**src/rtl/uart_tx_pkg.sv**
```systemverilog
// Shared definitions for the parameterised UART transmitter.
package uart_tx_pkg;

  typedef enum logic [2:0] {
    IDLE,
    START,
    DATA,
    PARITY,
    STOP1,
    STOP2
  } state_t;

  // Wide enough to index up to 9 data bits
  localparam int BIT_CNT_W = 4;

endpackage

```
**src/rtl/uart_tx_fifo.sv**
```systemverilog
// Transmit holding FIFO: power-of-two depth, show-ahead read so a pop and
// its data are available on the same edge.
module uart_tx_fifo #(
  parameter int WIDTH = 8,
  parameter int DEPTH = 4
) (
  input  logic                     clk,
  input  logic                     rst,
  input  logic                     push,
  input  logic [WIDTH-1:0]         push_data,
  input  logic                     pop,
  output logic [WIDTH-1:0]         pop_data,
  output logic [$clog2(DEPTH):0]   count
);

  localparam int AW = $clog2(DEPTH);
  localparam logic [AW:0] FULL_CNT = (AW+1)'(DEPTH);

  logic [WIDTH-1:0] mem [DEPTH];
  logic [AW-1:0]    wr_ptr_reg;
  logic [AW-1:0]    rd_ptr_reg;
  logic [AW:0]      count_reg;
  logic             do_push;
  logic             do_pop;

  // Fullness is judged on the registered count, so a pop cannot make room
  // for a push on the same edge.
  assign do_push  = push && (count_reg != FULL_CNT);
  assign do_pop   = pop && (count_reg != '0);
  assign pop_data = mem[rd_ptr_reg];
  assign count    = count_reg;

  always_ff @(posedge clk) begin
    if (do_push) begin
      mem[wr_ptr_reg] <= push_data;
    end
  end

  always_ff @(posedge clk) begin
    if (rst) begin
      wr_ptr_reg <= '0;
      rd_ptr_reg <= '0;
      count_reg  <= '0;
    end else begin
      if (do_push) wr_ptr_reg <= wr_ptr_reg + AW'(1);
      if (do_pop)  rd_ptr_reg <= rd_ptr_reg + AW'(1);
      case ({do_push, do_pop})
        2'b10:   count_reg <= count_reg + (AW+1)'(1);
        2'b01:   count_reg <= count_reg - (AW+1)'(1);
        default: count_reg <= count_reg;
      endcase
    end
  end

endmodule

```
**src/rtl/uart_tx_param.sv**
```systemverilog
// UART transmitter with configurable data width, parity, stop bits and baud
// divisor; frames are fed from a small holding FIFO.
module uart_tx_param
  import uart_tx_pkg::*;
#(
  parameter int DWIDTH     = 8,
  parameter int FIFO_DEPTH = 4,
  parameter int DIVW       = 16
) (
  input  logic                          clk,
  input  logic                          rst,
  input  logic [DWIDTH-1:0]             p_data,
  input  logic                          data_valid,
  output logic                          data_ready,
  input  logic                          parity_en,
  input  logic                          parity_type,
  input  logic                          stop2,
  input  logic [DIVW-1:0]               baud_div,
  output logic                          s_data,
  output logic                          busy,
  output logic [$clog2(FIFO_DEPTH):0]   fifo_count
);

  localparam int CW = $clog2(FIFO_DEPTH) + 1;
  localparam logic [CW-1:0]        FULL_CNT = CW'(FIFO_DEPTH);
  localparam logic [BIT_CNT_W-1:0] LAST_BIT = BIT_CNT_W'(DWIDTH - 1);

  state_t                state_reg;
  logic [DIVW-1:0]       baud_cnt_reg;
  logic [DIVW-1:0]       div_reg;
  logic [BIT_CNT_W-1:0]  bit_cnt_reg;
  logic [DWIDTH-1:0]     shift_reg;
  logic [DWIDTH-1:0]     fifo_data;
  logic                  parity_en_reg;
  logic                  parity_bit_reg;
  logic                  stop2_reg;
  logic                  s_data_reg;
  logic                  busy_reg;
  logic                  push;
  logic                  pop;
  logic                  bit_done;
  logic                  frame_end;
  logic                  line_bit;

  assign data_ready = (fifo_count != FULL_CNT);
  assign push       = data_valid && data_ready;
  assign bit_done   = (baud_cnt_reg == '0);
  assign frame_end  = bit_done &&
                      (((state_reg == STOP1) && !stop2_reg) || (state_reg == STOP2));
  // Pop either from idle or on the last stop edge so frames chain without a gap
  assign pop        = (fifo_count != '0) && ((state_reg == IDLE) || frame_end);
  assign s_data     = s_data_reg;
  assign busy       = busy_reg;

  uart_tx_fifo #(
    .WIDTH (DWIDTH),
    .DEPTH (FIFO_DEPTH)
  ) u_fifo (
    .clk       (clk),
    .rst       (rst),
    .push      (push),
    .push_data (p_data),
    .pop       (pop),
    .pop_data  (fifo_data),
    .count     (fifo_count)
  );

  always_comb begin
    line_bit = 1'b1;
    case (state_reg)
      START:   line_bit = 1'b0;
      DATA:    line_bit = shift_reg[0];
      PARITY:  line_bit = parity_bit_reg;
      default: line_bit = 1'b1;
    endcase
  end

  always_ff @(posedge clk) begin
    if (rst) begin
      state_reg      <= IDLE;
      baud_cnt_reg   <= '0;
      div_reg        <= '0;
      bit_cnt_reg    <= '0;
      shift_reg      <= '0;
      parity_en_reg  <= 1'b0;
      parity_bit_reg <= 1'b0;
      stop2_reg      <= 1'b0;
      s_data_reg     <= 1'b1;
      busy_reg       <= 1'b0;
    end else begin
      s_data_reg <= line_bit;
      busy_reg   <= (state_reg != IDLE) || (fifo_count != '0);
      if (pop) begin
        // Snapshot word and configuration; they stay fixed for the whole frame
        shift_reg      <= fifo_data;
        parity_en_reg  <= parity_en;
        parity_bit_reg <= (^fifo_data) ^ parity_type;
        stop2_reg      <= stop2;
        div_reg        <= baud_div;
        baud_cnt_reg   <= baud_div;
        bit_cnt_reg    <= '0;
        state_reg      <= START;
      end else if (frame_end) begin
        state_reg <= IDLE;
      end else if (state_reg != IDLE) begin
        if (!bit_done) begin
          baud_cnt_reg <= baud_cnt_reg - DIVW'(1);
        end else begin
          baud_cnt_reg <= div_reg;
          case (state_reg)
            START:  state_reg <= DATA;
            DATA: begin
              if (bit_cnt_reg == LAST_BIT) begin
                state_reg <= parity_en_reg ? PARITY : STOP1;
              end else begin
                shift_reg   <= shift_reg >> 1;
                bit_cnt_reg <= bit_cnt_reg + BIT_CNT_W'(1);
              end
            end
            PARITY: state_reg <= STOP1;
            STOP1:  state_reg <= STOP2;
            default: state_reg <= state_reg;
          endcase
        end
      end
    end
  end

endmodule

```
**config.mk**
```make
export PLATFORM = sky130hd
export DESIGN_NAME = uart_tx_param
export DESIGN_NICKNAME = d
export VERILOG_FILES = /design/src/rtl/uart_tx_pkg.sv /design/src/rtl/uart_tx_fifo.sv /design/src/rtl/uart_tx_param.sv
export SDC_FILE = /design/constraint.sdc
export NUM_CORES = 1
export LEC_CHECK = 0
export ABC_AREA = 1
export CORE_MARGIN = 10
export CORE_UTILIZATION = 60
export CTS_CLUSTER_DIAMETER = 150
export DETAILED_ROUTE_END_ITERATION = 6
export PLACE_DENSITY = 0.81
export SETUP_SLACK_MARGIN = 0.5
export SLEW_MARGIN = 20
export SYNTH_ARGS = -nofsm -noshare
export SYNTH_HDL_FRONTEND = slang
export SYNTH_SLANG_ARGS = --single-unit
export TNS_END_PERCENT = 50
```
**constraint.sdc**
```tcl
create_clock -name clk -period 7.21 [get_ports clk]
set_input_delay 1.442 -clock clk [delete_from_list [all_inputs] [get_ports clk]]
set_output_delay 1.442 -clock clk [all_outputs]
set_load 0.01 [all_outputs]
```
# --- After elaboration in Yosys (flattened, before gate mapping) ---
# Memory sizes are Yosys's and may differ from the RTL's. A register that Yosys moved wholly into a read port is not among the register bits.
# Cells that the tools add are included.
classes:
  add_sub_neg: 6
  eq_ne: 13
  mux: 23
  n_bitwise: 3
  reduce_logical: 30
ops:
  columns: ["cell", "n"]
  rows:
  - ["16-bit 2-to-1 mux", 4]
  - ["8-bit 2-to-1 mux", 6]
  - ["16-bit logical NOT", 1]
  - ["16-bit by 1-bit subtractor with 16-bit output, second input constant", 1]
  - ["3-bit case mux with 4 select lines", 1]
  - ["3-bit nonzero test", 4]
  - ["5-bit AND reduction", 2]
  - ["4-bit AND reduction", 2]
  - ["2-bit nonzero test", 4]
  - ["8-bit parity", 1]
  - ["3-bit by 2-bit == test with 1-bit output, second input constant", 2]
  - ["3-bit == test, second input constant", 2]
  - ["1-bit logical AND", 6]
  - ["1-bit 2-to-1 mux", 6]
  - ["3-bit 2-to-1 mux", 2]
  - ["3-bit case mux with 2 select lines", 1]
  - ["6-bit nonzero test", 1]
  - ["2-bit by 1-bit adder with 2-bit output, second input constant", 2]
  - ["4-bit by 1-bit adder with 4-bit output, second input constant", 1]
  - ["4-bit by 3-bit == test with 1-bit output, second input constant", 1]
  - ["2-bit 2-to-1 mux", 2]
  - ["2-bit by 1-bit != test with 1-bit output, second input constant", 2]
  - ["4-bit by 3-bit != test with 1-bit output, second input constant", 1]
  - ["4-bit nonzero test", 1]
  - ["16 further kinds", 19]
word_totals:
  register_bits: 59
  mem_bits_rw: 32
  inputBits: 30
  output_inout_bits: 6
  elab_cells: 90
  n_memories: 1
mem_list:
  columns: ["memory", "words", "width", "read_ports", "rd_clocked_by_memory_dff", "write_ports", "line", "rtl"]
  rows:
  - ["u_fifo.mem", 4, 8, 1, 1, 1, "uart_tx_fifo.sv:19", "logic [WIDTH-1:0] mem [DEPTH];"]

# --- Logic depth before layout (Yosys ltp) ---
logic_depth:
  ltp_word: 9
  mapped_depth: 17
  ltp_nobuf: 15

# --- Hierarchy ---
# A second synthesis with hierarchy kept.
unflattened:
  hier_cells: 599
  area_unflattened_um2: 4642.0
modules_own_cells:
  columns: ["mod", "n_inst", "cells_per_inst", "area_per_inst_um2"]
  rows:
  - ["uart_tx_param", 1, 455, 2957.8]
  - ["uart_tx_fifo", 1, 144, 1684.1]

# --- Worst setup path before layout ---
# No wires, ideal clock.
synth_path:
  path_kind: "input-to-reg"
  from: "input data_valid"
  to: "register u_fifo.count_reg[2], in the netlist u_fifo.count[2]"
  arrival_time_ps: 2608
  slack_ps: 4479
  cell_stages: 8
  n_path_buf: 0
  path_cell_list: "nand2_1 -> ha_1 -> inv_1 -> fa_1 -> a21oi_1 -> o21ai_0 -> o21ai_0 -> a21oi_1"
synth_between:
  elab_chain_len: 4
  elab_cells_between_ends: 6
  cone_classes: "eq/ne (2); mux (1); reduce/logical (3)"
synth_lines:
  columns: ["element", "line", "rtl"]
  rows:
  - ["start, declared", "uart_tx_param.sv:13", "input logic data_valid,"]
  - ["1-bit logical AND (*)", "uart_tx_param.sv:46", "assign push = data_valid && data_ready;"]
  - ["1-bit logical AND (*)", "uart_tx_fifo.sv:28", "assign do_push = push && (count_reg != FULL_CNT);"]
  - ["2-bit by 1-bit == test with 1-bit output or 2-bit == test (tied branches)", "uart_tx_fifo.sv:47", "case ({do_push, do_pop})"]
  - ["3-bit case mux with 2 select lines or 2-bit nonzero test (tied branches)", null, null]
  - ["end signal, assigned", "uart_tx_fifo.sv:48", "2'b10: count_reg <= count_reg + (AW+1)'(1);"]
  - ["end signal, assigned", "uart_tx_fifo.sv:49", "2'b01: count_reg <= count_reg - (AW+1)'(1);"]
  - ["end signal, assigned", "uart_tx_fifo.sv:50", "default: count_reg <= count_reg;"]
  - ["end, declared", "uart_tx_fifo.sv:22", "logic [AW:0] count_reg;"]
# Mark *: on every way between the ends. The rest lies on a longest branch, timed or not.
# A chain may end at the register's enable or synchronous reset.

==> run metrics <==
outcome completed; Slew @ Worst Pin 1.02 ns; PostCTS Resize Cnt 0; clock transition at the registers of the reported paths about 0.08 ns; vias in the first global route ~3,900; Worst R2R Setup Slack approximately 4.2 ns; Setup crit start kind input port; fin area 5160 µm²; slew margin rel. 0.320; class of the worst hold path reg -> reg; RD Place Congestion 0.842; most frequent cells in the layout 178 x nand2_1, 66 x inv_1, 61 x dfxtp_1; Core Area 7370 µm²; Reg area 2180 µm²; Hold Buf Count CTS 0; CTS tree yes; Post-CTS Repair Setup Buffers 0; Power, Total 2190 µW; switching pwr 989 µW; layout cells sized above 1 0.0572; Worst EP arrival 3.67 ns; Area growth, synth to finish 12.0%; leading cell type in the layout, fill and taps excluded nand2_1; area occupied by multi-input gates 2050 µm²; Tcrit/Tclk final 0.471; most common flop cell mapped by yosys dfxtp_1; max_cap viols 0; Combinational Power Share 0.490; total wire length approximately 10 mm; site row count 31; peak supply drop 0.000205 V; Total Routing Usage GR 0.181; Sink Count 93; port bufs 35; worst r2r dst u_fifo.count[2]; setup TNS 0 ns; maximum number of pins on one net before global-route repair 37; Syn Inst Count 597; hpwl dp 7.21 mm; worst hold path depth 2; Hold Violations, Final 0; Worst Path Required between 7 and 8 ns; crit path kind in -> reg; Reg2Reg Depth 15; Die Height between 100 and 150 µm; worst-path maximum fanout 36; worst-skew pair later-pin latency 0.37 ns; number of synthesized flops with an enable pin 32; synthesized cell area 4610 µm²; clk root buf clkbuf_8; synthesized flop and latch total 93; drt first-iter violations 181; P_int ~1200 µW; Die ar. 11,600 µm²; Hold Path End div_reg[12]; min-delay src div_reg[12]; n_diodes 0; H-tree Lvls 3; Vias/cell 5.45; Ports 36; Worst Skew ~0.013 ns; initial antenna violation count 0; Largest register FFs 32; unrepaired setup endpoints after global routing false; final setup vio count 0; initial core utilization 0.625; leakage power 0.00222 µW; total grt overflow 0; drt wl/cell around 14 µm; layout filler cell count 597; First-pass DRT Iterations 5; post-synth net total around 640; sequential area share after synthesis 0.474; Antenna Violating Nets Remaining 0; Clk pwr share 0.154; Max Freq 295 MHz; first-pass GRT wire length 17.4 mm; switch share 0.451; area of placed instances 4970 µm²; Power Dens Cells 425 nW/µm²; DRC viols 0; post-layout minimum cycle time 3.40 ns; worst r2r src baud_cnt_reg[0]; CTS max path bufs 2; Avg Inst Size Synth 7.72 µm²; vias 3,964; CTS buffer count 9; nets@finish 662; ys async rst share 0; post-synthesis cell type count 37; Synth warnings 0; endpoint class of the critical path flip-flop; die width approximately 110 µm; final slew viol count 0; sequential power share 0.356
worst max-delay path: stages:
cell             delay (ns)
clkdlybuf4s50_1        0.84
inv_1                  0.97
o21ai_0                0.21
a31oi_1                0.20
layer usage:
metal,GRT usage,wire (µm),up-vias
met3,0.0371,513,17
met5,0,0,-
li1,-,-,1993
met2,0.329,5290,101
met1,0.200,4310,1853
met4,0.0763,165,0
power groups by stage:
stage | clock network (µW) | logic (µW) | registers [µW]
6_report | 339 | 1070 | 781
5_1_grt | 359 | 1240 | 797
4_1_cts | 337 | 1070 | 779
3_5_place_dp | 0 | 1060 | 789
3_3_place_gp | 0 | 1020 | 786
2_1_floorplan | 0 | 881 | 760
kinds of logic (layout without fill, tap and decap cells):
logic type               count (synthesis)  after routing  share of synthesized area
buffers and inverters                   89            121                     0.0807
AO/OA/AOI/OAI                          105            105                      0.126
AND/OR/NAND/NOR                        291            291                      0.276
adder cells (fa/ha/maj)                  8              8                     0.0234
flip-flops                              93             93                      0.474
XOR/XNOR                                11             11                     0.0209
cells in the mapped netlist (7+ instances only):
library cell | number | share of area
ha_1 | 7 | 0.019
nor2_1 | 39 | 0.032
edfxtp_1 | 32 | 0.21
xor2_1 | 8 | 0.015
a21oi_1 | 32 | 0.035
inv_1 | 66 | 0.054
o211ai_1 | 12 | 0.020
o22ai_1 | 7 | 0.0095
nand3_1 | 48 | 0.052
nand2_1 | 178 | 0.15
clkbuf_1 | 12 | 0.0098
dfxtp_1 | 61 | 0.27
o21ai_0 | 47 | 0.051
final cells by class:
type                            count  area share
Clock inverter                      4     0.00946
Multi-Input combinational cell    415       0.398
Tap cell                           99      0.0240
Inverter                           70      0.0514
Clock buffer                       12      0.0262
Sequential cell                    93       0.423
Timing Repair Buffer               35      0.0679
stage by stage:
step	worst slack, ns	utilization	std cells	hold WS, ns
final	3.82	0.700	728	0.450
after global routing	3.57	0.700	728	0.477
after CTS	3.81	0.700	728	0.453
after detailed placement	3.49	0.675	712	0.435
after global placement	3.54	0.675	712	0.431
after floorplan	4.48	-	597	0.419
worst max-delay path by stage:
| stage | from | endpoint | slack, ns |
|---|---|---|---|
| after global routing | rst | baud_cnt_reg[7] | 3.57 |
| after CTS | rst | baud_cnt_reg[1] | 3.81 |
| after floorplan | data_valid | u_fifo.count[2] | 4.48 |
| final | rst | baud_cnt_reg[1] | 3.82 |
| after global placement | rst | baud_cnt_reg[10] | 3.54 |
| after detailed placement | rst | flip-flop | 3.49 |
(Power assumes the default switching activity.)
